[src/rtl/decode_pkg.sv]
// Shared defaults and control-bundle field positions for the WISC decode stage.
package decode_pkg;

  localparam int unsigned DEF_DATA_W     = 16;
  localparam int unsigned DEF_REG_ADDR_W = 3;
  localparam int unsigned DEF_NUM_REGS   = 8;
  localparam int unsigned DEF_CTRL_W     = 16;

  // Field layout inside the opaque control bundle handed to EX
  localparam int unsigned CTRL_ALU_OP_LSB    = 0;
  localparam int unsigned CTRL_ALU_OP_W      = 4;
  localparam int unsigned CTRL_BR_SEL_LSB    = 4;
  localparam int unsigned CTRL_BR_SEL_W      = 3;
  localparam int unsigned CTRL_JUMP_BIT      = 7;
  localparam int unsigned CTRL_MEM_WRITE_BIT = 8;

endpackage

[src/rtl/regfile_bypass.sv]
// N-entry register file, two combinational read ports with write-to-read bypass.
module regfile_bypass
  import decode_pkg::*;
#(
  parameter int unsigned DATA_W     = DEF_DATA_W,
  parameter int unsigned REG_ADDR_W = DEF_REG_ADDR_W,
  parameter int unsigned NUM_REGS   = DEF_NUM_REGS
) (
  input  logic                  clk,
  input  logic                  rst,
  input  logic                  wr_en,
  input  logic [REG_ADDR_W-1:0] wr_sel,
  input  logic [DATA_W-1:0]     wr_data,
  input  logic [REG_ADDR_W-1:0] rd_sel1,
  input  logic [REG_ADDR_W-1:0] rd_sel2,
  output logic [DATA_W-1:0]     rd_data1,
  output logic [DATA_W-1:0]     rd_data2
);

  logic [DATA_W-1:0] regs [NUM_REGS];

  always_ff @(posedge clk) begin
    if (rst) begin
      for (int unsigned i = 0; i < NUM_REGS; i++) regs[i] <= '0;
    end else begin
      for (int unsigned i = 0; i < NUM_REGS; i++)
        if (wr_en && wr_sel == REG_ADDR_W'(i)) regs[i] <= wr_data;
    end
  end

  // Selects that match no implemented entry fall through to 0, bypass included
  always_comb begin
    rd_data1 = '0;
    rd_data2 = '0;
    for (int unsigned i = 0; i < NUM_REGS; i++) begin
      if (rd_sel1 == REG_ADDR_W'(i))
        rd_data1 = (wr_en && wr_sel == rd_sel1) ? wr_data : regs[i];
      if (rd_sel2 == REG_ADDR_W'(i))
        rd_data2 = (wr_en && wr_sel == rd_sel2) ? wr_data : regs[i];
    end
  end

endmodule

[src/rtl/decode_stage_pipe.sv]
// Decode-stage datapath: register file, load-use hazard detect and ID/EX register.
module decode_stage_pipe
  import decode_pkg::*;
#(
  parameter int unsigned DATA_W     = DEF_DATA_W,
  parameter int unsigned REG_ADDR_W = DEF_REG_ADDR_W,
  parameter int unsigned NUM_REGS   = DEF_NUM_REGS,
  parameter int unsigned CTRL_W     = DEF_CTRL_W
) (
  input  logic                  clk,
  input  logic                  rst,
  input  logic                  in_valid,
  input  logic [REG_ADDR_W-1:0] in_rs1,
  input  logic [REG_ADDR_W-1:0] in_rs2,
  input  logic                  in_rs1_used,
  input  logic                  in_rs2_used,
  input  logic [REG_ADDR_W-1:0] in_rd,
  input  logic                  in_reg_write,
  input  logic                  in_mem_read,
  input  logic [CTRL_W-1:0]     in_ctrl,
  input  logic [DATA_W-1:0]     in_imm,
  output logic                  in_ready,
  input  logic                  wb_write,
  input  logic [REG_ADDR_W-1:0] wb_sel,
  input  logic [DATA_W-1:0]     wb_data,
  input  logic                  ex_stall,
  input  logic                  flush,
  output logic                  out_valid,
  output logic [REG_ADDR_W-1:0] out_rs1,
  output logic [REG_ADDR_W-1:0] out_rs2,
  output logic [REG_ADDR_W-1:0] out_rd,
  output logic                  out_reg_write,
  output logic                  out_mem_read,
  output logic [CTRL_W-1:0]     out_ctrl,
  output logic [DATA_W-1:0]     out_imm,
  output logic [DATA_W-1:0]     out_data1,
  output logic [DATA_W-1:0]     out_data2,
  output logic                  hazard_stall,
  output logic                  err
);

  logic [DATA_W-1:0] rf_data1;
  logic [DATA_W-1:0] rf_data2;
  logic              wb_oor;
  logic              rs1_oor;
  logic              rs2_oor;
  logic              err_event;

  regfile_bypass #(
    .DATA_W    (DATA_W),
    .REG_ADDR_W(REG_ADDR_W),
    .NUM_REGS  (NUM_REGS)
  ) u_regfile (
    .clk     (clk),
    .rst     (rst),
    .wr_en   (wb_write),
    .wr_sel  (wb_sel),
    .wr_data (wb_data),
    .rd_sel1 (in_rs1),
    .rd_sel2 (in_rs2),
    .rd_data1(rf_data1),
    .rd_data2(rf_data2)
  );

  always_comb begin
    wb_oor    = 32'(wb_sel) >= NUM_REGS;
    rs1_oor   = 32'(in_rs1) >= NUM_REGS;
    rs2_oor   = 32'(in_rs2) >= NUM_REGS;
    err_event = (wb_write & wb_oor) |
                (in_valid & ((in_rs1_used & rs1_oor) | (in_rs2_used & rs2_oor)));
  end

  // out_valid gating keeps a bubble from matching even if stale control lingered
  always_comb begin
    hazard_stall = in_valid & out_valid & out_mem_read & out_reg_write &
                   ((in_rs1_used & (in_rs1 == out_rd)) |
                    (in_rs2_used & (in_rs2 == out_rd)));
    in_ready     = ~ex_stall & ~hazard_stall & ~rst;
  end

  always_ff @(posedge clk) begin
    if (rst) begin
      out_valid     <= 1'b0;
      out_rs1       <= '0;
      out_rs2       <= '0;
      out_rd        <= '0;
      out_reg_write <= 1'b0;
      out_mem_read  <= 1'b0;
      out_ctrl      <= '0;
      out_imm       <= '0;
      out_data1     <= '0;
      out_data2     <= '0;
      err           <= 1'b0;
    end else begin
      if (err_event) err <= 1'b1;

      if (flush || (!ex_stall && hazard_stall)) begin
        out_valid     <= 1'b0;
        out_reg_write <= 1'b0;
        out_mem_read  <= 1'b0;
        out_ctrl      <= '0;
      end else if (ex_stall) begin
        // Held operands must track write-back or EX would consume stale data
        if (wb_write && !wb_oor && wb_sel == out_rs1) out_data1 <= wb_data;
        if (wb_write && !wb_oor && wb_sel == out_rs2) out_data2 <= wb_data;
      end else begin
        out_valid     <= in_valid;
        out_rs1       <= in_rs1;
        out_rs2       <= in_rs2;
        out_rd        <= in_rd;
        out_reg_write <= in_valid & in_reg_write;
        out_mem_read  <= in_valid & in_mem_read;
        out_ctrl      <= in_valid ? in_ctrl : '0;
        out_imm       <= in_imm;
        out_data1     <= rf_data1;
        out_data2     <= rf_data2;
      end
    end
  end

endmodule

[config.mk]
export PLATFORM = sky130hd
export DESIGN_NAME = decode_stage_pipe
export DESIGN_NICKNAME = d
export VERILOG_FILES = /design/src/rtl/decode_pkg.sv /design/src/rtl/regfile_bypass.sv /design/src/rtl/decode_stage_pipe.sv
export SDC_FILE = /design/constraint.sdc
export NUM_CORES = 1
export LEC_CHECK = 0
export BUFFER_PORTS_ARGS = -buffer_cell sky130_fd_sc_hd__buf_2
export CAP_MARGIN = 0
export CORE_ASPECT_RATIO = 0.8
export CORE_MARGIN = 2
export CORE_UTILIZATION = 42
export CTS_CLUSTER_SIZE = 20
export DETAILED_ROUTE_END_ITERATION = 8
export GPL_TIMING_DRIVEN = 0
export SLEW_MARGIN = 25
export SYNTH_ARGS = -nofsm -noshare
export SYNTH_HDL_FRONTEND = slang
export SYNTH_SLANG_ARGS = --single-unit
[constraint.sdc]
create_clock -name clk -period 1.82 [get_ports clk]
set_input_delay 0.182 -clock clk [delete_from_list [all_inputs] [get_ports clk]]
set_output_delay 0.182 -clock clk [all_outputs]
set_load 0.1 [all_outputs]
* After elaboration in Yosys (flattened, before gate mapping)
Memory sizes are Yosys's and may differ from the RTL's.
Cells that the tools add are included.
Widths: inputs -> output; s select.
** Storage, ports and cells
- Output and inout port bits :: 79
- Word-level logic and storage cells :: 156
- Input bits :: 70
- Bits in writable memories :: 128
- Memories kept :: 1
- Flip-flop bits (word level) :: 76
** Operators by class
- Bitwise logic cells :: 23
- Reductions and logical operators :: 22
- Muxes and demuxes :: 71
- Eq/ne operators :: 29
** Memories
- u_regfile.regs :: words 8, width 16, rd ports 8, clocked after Yosys merged registers in 0, wr ports 8, line regfile_bypass.sv:20 : logic [DATA_W-1:0] regs [NUM_REGS];
** Operators by type and width (count)
- $mux 16 :: 45
- $eq 3x3->1 const B :: 12
- $mux 1 :: 26
- $eq 3x2->1 const B :: 6
- $eq 3x3->1 :: 6
- $logic_and 1x1->1 :: 13
- $and 1x1->1 :: 10
- $eq 3x1->1 const B :: 3
- $logic_not 3->1 :: 3
- $or 1x1->1 :: 9
- $reduce_and 2->1 :: 3
- $ne 2x1->1 const B :: 2
- $not 1->1 :: 4
- $reduce_or 2->1 :: 1
- $logic_not 1->1 :: 1
- $logic_or 1x1->1 :: 1

* Logic depth before layout (Yosys ltp)
Gate-level depths: netlist of the first run.
- Word-level depth :: 12
- Gate-level depth with buffers :: 9
- Depth with buffers taken out :: 7

* Hierarchy
Synthesis of the first run repeated with hierarchy kept, for this count alone.
** Second synthesis, totals
- Cell total of the unflattened synthesis :: 1195
- Area total of the unflattened synthesis :: 11233.3 sq um
** Modules (own cells, without submodules)
- regfile_bypass :: times used 1, area an instance 7714.9 sq um, cells an instance 828
- decode_stage_pipe :: times used 1, area an instance 3518.4 sq um, cells an instance 367

* Worst setup path after synthesis of the first run
OpenSTA, ideal clock, no wires.
- Path type :: register to output
- Start point :: register out_rd[0]
- End point :: output in_ready
- Data required time :: 1.638 ns
- Buffers on the path :: 0
- Path slack :: -2.401 ns
- Data arrival time :: 4.039 ns
- Stages on the path, launching flop included :: 6
- Cells stage by stage :: dfxtp_1 > xnor2_1 > nand4_1 > a21o_2 > inv_1 > nor3_1
** Between the ends
- Longest elaborated chain between the ends :: 7
** RTL lines
- start: declaration :: line decode_stage_pipe.sv:31 : output logic [REG_ADDR_W-1:0] out_rd,
- start signal: assignment :: line decode_stage_pipe.sv:110 : out_rd <= in_rd;
- $eq 3x3->1 (on tied branches) :: line decode_stage_pipe.sv:76, decode_stage_pipe.sv:77
- $and 1x1->1 (on tied branches) :: line decode_stage_pipe.sv:76, decode_stage_pipe.sv:77
- $or 1x1->1 (*) :: line decode_stage_pipe.sv:76 : ((in_rs1_used & (in_rs1 == out_rd)) |
- $and 1x1->1 (*) :: line decode_stage_pipe.sv:75 : hazard_stall = in_valid & out_valid & out_mem_read & out_reg_write &
- via hazard_stall :: line decode_stage_pipe.sv:38 : output logic hazard_stall,
- $not 1->1 (*) :: line decode_stage_pipe.sv:78 : in_ready = ~ex_stall & ~hazard_stall & ~rst;
- $and 1x1->1 (*) (2 in series) :: line decode_stage_pipe.sv:78
- end: declaration :: line decode_stage_pipe.sv:22 : output logic in_ready,
The timed path passes the listed nets; every way through them passes the cells marked *.

* Worst setup path in the final report of the first run
- Start point :: register out_rd[1]
- End point :: output in_ready
** Between the ends
- Longest elaborated chain between the ends :: 7
** RTL lines (line)
- $eq 3x3->1 (on tied branches) :: decode_stage_pipe.sv:76, decode_stage_pipe.sv:77
- $and 1x1->1 (on tied branches) :: decode_stage_pipe.sv:76, decode_stage_pipe.sv:77
- $or 1x1->1 (*) :: decode_stage_pipe.sv:76
- $and 1x1->1 (*) :: decode_stage_pipe.sv:75
- $not 1->1 (*) :: decode_stage_pipe.sv:78
- $and 1x1->1 (*) (2 in series) :: decode_stage_pipe.sv:78
Mark *: on every way between the ends. The rest lies on a longest branch, timed or not.

==> impl_metrics.tcl, run 1 <==
set metrics [dict create \
    status "complete, but fails checks" \
    violations "setup timing" \
    place_ws_ns -0.942 \
    criticalPathCategory "reg2out" \
    synth_seq_cells 204 \
    final_cell_mix "162 x buf_2, 152 x nor2_1, 149 x nand2_1" \
    min_delay_worst_endpoint "out_data2[6]" \
    p_per_area_nw_per_um2 898 \
    rsz0062_at_grt "yes" \
    synthArstFlopShare 0 \
    io_buffers 140 \
    gp_congestion 1.01 \
    p_seq_frac 0.417 \
    track_usage 0.309 \
    via_per_inst 6.01 \
    final_common_cell "buf_2" \
    tightest_slew_ns 1.02 \
    total_power_mw 13.0 \
    synthCells 1213 \
    numCtsBuffers 23 \
    period_share 1.20 \
    n_fill_cell 2457 \
    switching_share 0.327 \
    reg2reg_depth 10 \
    dieArea_sq_um 28300 \
    clk_latency_ns 0.55 \
    arrival_ns 2.01 \
    hp-class "in2reg" \
    fin_nets 1511 \
    synth_nets 1283 \
    ff2ff_setup_slack_ns -0.34 \
    drt_wl_total_microns 45300 \
    cts_root_buf "clkbuf_16" \
    hold_violations 0 \
    setup_violations 59 \
    grt_max_degree 17 \
    final_area_sq_um 14500 \
    synth_edf_count 128 \
    multiInputGateArea_sq_um 5720 \
    num_vias 10900 \
    clock-sinks 204 \
    pin_count 149 \
    p_int_mw 8.75 \
    start_util 0.429 \
    reg2reg_to "out_data1[8]" \
    firstDrtPassIters 6 \
    p_sw_mw 4.24 \
    ys_types 69 \
    clk_pin_slew_worst_paths_ns 0.06 \
    start_kind "flip-flop" \
    fmax_mhz 456 \
    slew_viol_final 0 \
    cp-startpoint "out_rd[1]" \
    fin_skew_ns 0.0242 \
    r2r_start "out_rd[1]" \
    grt_first_pass_wirelength_microns 64600 \
    synthFlopType "edfxtp_1" \
    wl_per_cell_microns 24.9 \
    cp_data_required_time_ns 1.64 \
    peakVddDrop_mv 0.714 \
    syn_to_final_growth_pct 27.9 \
    cts_tree "done" \
    timing.hold.ws_ns 0.0416 \
    fin_crit_ns 2.19 \
    comb_power_share 0.223 \
    antenna_left 0 \
    drive_gt1_frac 0.251 \
    overflow 0 \
    die_w_microns 187 \
    clock_power_share 0.360 \
    setup_ws_ns -0.373 \
    cts_max_path_buffers 3 \
    relSlewSlack 0.315 \
    netlist_area_sq_um 11300 \
    core_sq_um 26400 \
    dp_hpwl_microns 32700 \
    std_cell_rows 53 \
    maxCapViolCount 0 \
    antennaDiodeCount 0 \
    antenna_found_initial 0 \
    place_area_sq_um 12700 \
    avgSynthCellArea_sq_um 9.33 \
    leakage_nw 5.81 \
    crit_path_end_kind "primary output" \
    first_iter_violations 1700 \
    htreeDepth 1 \
    whs_path_depth 3 \
    seqCellArea_sq_um 5400 \
    drc 0 \
    dieHeight_microns 151 \
    yosysSeqAreaShare 0.474 \
    worstPathMaxFanout 3 \
    grt_pass1_vias 9854 \
    ys_warn_count 0 \
    holdCritStartpoint "wb_data[6]" \
    utilization 0.548 \
]
[area by class of cell]
| class | count | share of cell area |
|---|---|---|
| multi-input cells | 872 | 0.395 |
| flip-flops and latches | 204 | 0.373 |
| repair buffers | 203 | 0.101 |
| clock buffers | 30 | 0.0423 |
| plain buffers | 102 | 0.0393 |
| well taps | 357 | 0.0309 |
| inverters | 35 | 0.00934 |
| clock inverters | 12 | 0.00908 |
[sequential cells by signal, indices dropped and copies added, names as in the netlist]
name	count
out_ctrl	16
out_data1	16
out_data2	16
out_imm	16
out_mem_read	1
out_rd	3
out_reg_write	1
out_rs1	3
out_rs2	3
out_valid	1
u_regfile.regs	128
[power by group through the flow]
stage	clock network [mW]	logic, mW	registers, mW
detailed placement	0	2.56	5.50
global placement	0	2.55	5.49
global route	4.90	3.01	5.44
CTS	4.70	2.75	5.40
floorplan	0	1.20	6.06
finish	4.68	2.90	5.42
[how the worst max path moves through the flow]
stage / end / depth (start not counted)
after floorplan: in_ready / 5
after global placement: out_data1[15] / 8
after global routing: in_ready / 7
after detailed placement: u_regfile.regs[0][100] / 4
after CTS: out_data1[9] / 10
final: in_ready / 7
[routing by layer]
layer | part of all wire | global-route usage | up-vias
met2 | 0.40 | 0.425 | 709
met4 | 0.025 | 0.0776 | 0
met3 | 0.14 | 0.0985 | 86
li1 | - | - | 4939
met5 | 0 | 0.0140 | -
met1 | 0.44 | 0.464 | 5180
[metrics by stage]
stage / std cells / setup TNS (ns)
2_1_floorplan: 1213 / -8.05
3_3_place_gp: 1710 / -130.10
3_5_place_dp: 1710 / -129.19
4_1_cts: 1811 / -9.36
5_1_grt: 1815 / -17.57
6_report: 1815 / -14.09
[synthesized netlist by cell type, types with 7 or more instances]
cell type / number / area share
buf_4: 9 / 0.0060
a221oi_1: 13 / 0.010
a211oi_1: 45 / 0.030
a31oi_1: 23 / 0.013
nand2b_1: 30 / 0.017
o21ai_0: 18 / 0.0080
nor2b_1: 14 / 0.0077
nand3_1: 11 / 0.0049
o211ai_1: 18 / 0.012
dfxtp_1: 76 / 0.13
mux2i_1: 45 / 0.040
o22ai_1: 23 / 0.013
buf_2: 27 / 0.012
clkbuf_1: 56 / 0.019
xnor2_1: 9 / 0.0070
inv_1: 35 / 0.012
a21oi_1: 129 / 0.057
edfxtp_1: 128 / 0.34
mux2_2: 13 / 0.013
nor4_1: 10 / 0.0055
a211o_1: 15 / 0.012
and2_1: 11 / 0.0061
buf_6: 7 / 0.0070
nand2_1: 149 / 0.049
xor2_1: 7 / 0.0054
a2bb2oi_1: 14 / 0.011
a22oi_1: 21 / 0.014
or2_2: 7 / 0.0039
nor2_1: 153 / 0.051
a311oi_1: 21 / 0.016
[cell families (layout without fill, tap and decap cells)]
group,after synthesis,count (layout),synth area share
simple gates,409,409,0.164
mux,61,61,0.0591
compound gates,379,380,0.227
buf+inv,138,382,0.0564
xor+xnor,21,21,0.0196
other cells,1,1,0.000332
flops,204,204,0.474
[worst max-delay path, cell delays in order, from the launching register on]
cell,delay [ns]
dfxtp_4,0.37
xnor2_2,0.14
nand4_1,0.22
a21o_2,0.29
buf_6,0.12
clkinvlp_4,0.09
nor3_4,0.05
buf_12,0.19
[timing repair]
action / 4_1_cts / 5_1_grt
setup buffers: 16 / 4
setup endpoints to repair: 181 / 167
gates resized for setup: 45 / 39
endpoints found under the hold margin: 38 / 0
pin swaps: 25 / 15
gates cloned: 5 / 2
hold buffers: 38 / 0
Note: power is estimated with default switching activity, not from simulation.
==> inputs of run 2 (changes only) <==
- ABC_AREA: not set -> 1
- HOLD_SLACK_MARGIN: not set -> 0.15
==> run 2 against run 1 <==
The flow still finishes with violations (setup timing). Die area rose by 8.9%. Global-route usage fell by 2.7 points. First-iteration DRC count fell by 8.0%. Critical path depth rose by 3. Register-to-register slack improved by 0.23 ns. Area after synthesis rose by 9.2%. Critical path type unchanged. Critical endpoint unchanged. Largest cell class unchanged. Largest power group unchanged.
==> impl_metrics.tcl, run 2 <==
set metrics [dict create \
    switching_share 0.335 \
    reg2reg_depth 14 \
    rsz0062_at_grt "yes" \
    drt_wl_total_microns 44500 \
    grt_first_pass_wirelength_microns 67000 \
    busiest_layer "met1" \
    ys_warn_count 0 \
    whs_path_depth 2 \
    cts_tree "done" \
    crit_path_end_kind "primary output" \
    cpMostUsedCell "nand2_1" \
    cts_root_buf "clkbuf_16" \
    netlist_area_sq_um 12300 \
    track_usage 0.282 \
    avgSynthCellArea_sq_um 7.28 \
    grt_max_degree 17 \
    maxCapViolCount 0 \
    antenna_left 0 \
    min_delay_worst_endpoint "u_regfile.regs[0][99]" \
    use_met2 0.412 \
    final_common_cell "nand2_1" \
    synth_most_common_cell "nand2_1" \
    dieHeight_microns 157 \
    violations "setup timing" \
    grt_pass1_vias 11300 \
    period_share 1.11 \
    final_cell_mix "382 x nand2_1, 247 x inv_1, 199 x nor2_1" \
    reg2reg_to "out_data2[13]" \
    start_kind "flip-flop" \
    synth_common_cells "389 x nand2_1, 249 x inv_1, 207 x nor2_1" \
    worstPathMaxFanout 4 \
    io_buffers 139 \
    crit_family "flip-flops" \
    pin_count 149 \
    firstDrtPassIters 5 \
    fin_setup_tns_ns -1.80 \
    setup_violations 35 \
    drc 0 \
    ys_types 40 \
    drive_gt1_frac 0.192 \
    overflow 0 \
    cp_data_required_time_ns 1.64 \
    die_w_microns 196 \
    slew_viol_final 0 \
    slowest_delay_ns 0.37 \
    clock_power_share 0.361 \
    slowest_stage "dfxtp_4" \
    antenna_found_initial 0 \
    syn_to_final_growth_pct 26.1 \
    synth_nets 1766 \
    via_per_inst 5.34 \
    clk_latency_ns 0.54 \
    synth_seq_cells 204 \
    tightest_slew_ns 0.852 \
    fin_nets 2013 \
    synthFlopType "edfxtp_1" \
    first_iter_violations 1564 \
    synth_edf_count 128 \
    peakVddDrop_mv 0.556 \
    yosysSeqAreaShare 0.434 \
    clk_pin_slew_worst_paths_ns 0.06 \
    dp_hpwl_microns 33500 \
    comb_power_share 0.238 \
    place_ws_ns -0.989 \
    p_int_mw 8.91 \
    hp-class "in2reg" \
    setup_ws_ns -0.195 \
    synth_top_area_share 0.311 \
    largest_reg_flops 128 \
    relSlewSlack 0.429 \
    gp_congestion 0.955 \
    use_met1 0.429 \
    yosys.area.top_type "edfxtp_1" \
    numCtsBuffers 24 \
    synthArstFlopShare 0 \
    num_vias 12500 \
    clock-sinks 204 \
    antennaDiodeCount 0 \
    synth_area_leaders "edfxtp_1 31%, dfxtp_1 12%, nand2_1 12%" \
    p_seq_frac 0.401 \
    fmax_mhz 496 \
    start_util 0.424 \
    htreeDepth 1 \
    core_sq_um 29100 \
    top_register "u_regfile.regs" \
    dieArea_sq_um 30800 \
    std_cell_rows 56 \
    arrival_ns 1.83 \
    p_per_area_nw_per_um2 860 \
    fin_skew_ns 0.0219 \
    worstPathCellList "inv_2, nand2_1, o21ai_2, a21oi_1, o2111ai_1, nand2_1, nand2_4, inv_8, nor3_4, buf_12" \
    leakage_nw 7.26 \
    holdCritStartpoint "rst" \
    synthCells 1696 \
    wl_per_cell_microns 19.0 \
    p_sw_mw 4.48 \
    use_met3 0.0521 \
    fin_crit_ns 2.01 \
    criticalPathCategory "reg2out" \
    cts_max_path_buffers 3 \
    cp_num_buf_inv 3 \
    ff2ff_setup_slack_ns -0.11 \
    hold_violations 0 \
    r2r_start "out_rd[2]" \
    status "complete, but fails checks" \
]
-- run 2: cell families after synthesis --
kind of cell           count (synthesis)  share of synthesized area
AND/OR/NAND/NOR                      715                      0.260
AO/OA/AOI/OAI                        418                      0.183
buffers and inverters                355                      0.121
flip-flops                           204                      0.434
XOR/XNOR                               3                    0.00213
other                                  1                   0.000304
-- run 2: cell type report --
cell class	count	area (sq um)
Sequential cell	204	5390
Tap cell	377	472
Clock inverter	11	128
Timing Repair Buffer	221	1610
Buffer	92	604
Multi-Input combinational cell	1137	5720
Clock buffer	33	654
Inverter	263	1000
Fill cell	2831	13600
-- run 2: metrics by stage --
| step | utilization | power (mW) | hold WS (ns) | area [sq um] | instances |
|---|---|---|---|---|---|
| final | 0.534 | 13.4 | 0.179 | 15600 | 2338 |
| after detailed placement | 0.469 | 8.33 | 0.435 | 13700 | 2218 |
| after floorplan | - | 7.52 | 0.346 | 12400 | 1696 |
| after CTS | 0.520 | 13.3 | 0.153 | 15200 | 2325 |
| after global placement | 0.465 | 8.28 | 0.429 | 13600 | 2212 |
| after global routing | 0.534 | 13.9 | 0.204 | 15600 | 2338 |
-- run 2: power groups by stage --
stage | sequential (mW) | clock [mW] | combinational, mW
after CTS | 5.37 | 4.91 | 3.01
after floorplan | 6.17 | 0 | 1.35
after global placement | 5.46 | 0 | 2.82
after global routing | 5.40 | 5.04 | 3.41
final | 5.37 | 4.83 | 3.19
after detailed placement | 5.46 | 0 | 2.87
-- run 2: worst max path at each step --
| stage | startpoint | endpoint | slack, ns | cells after the start |
|---|---|---|---|---|
| after CTS | out_rd[0] | in_ready | -0.20 | 9 |
| after global placement | rst | u_regfile.regs[0][108] | -1.45 | 5 |
| final | out_rd[2] | in_ready | -0.19 | 10 |
| after floorplan | out_rd[0] | in_ready | -0.30 | 8 |
| after detailed placement | rst | u_regfile.regs[0][28] | -0.99 | 5 |
| after global routing | out_rd[0] | in_ready | -0.29 | 9 |
-- run 2: routing by layer --
layer | routed length, microns | part of all wire | vias to the layer above
li1 | - | - | 6019
met1 | 20700 | 0.47 | 5786
met2 | 18400 | 0.41 | 619
met3 | 4500 | 0.10 | 69
met4 | 932 | 0.021 | 0
met5 | 0 | 0 | -
-- run 2: repair_timing --
item | in CTS | in global routing
cloned | 0 | 6
endpoints found under the setup margin | 207 | 91
hold endpoints to repair | 70 | 0
gates resized for setup | 29 | 74
pin swaps | 3 | 3
hold buffers | 60 | 0
setup buffers | 3 | 7
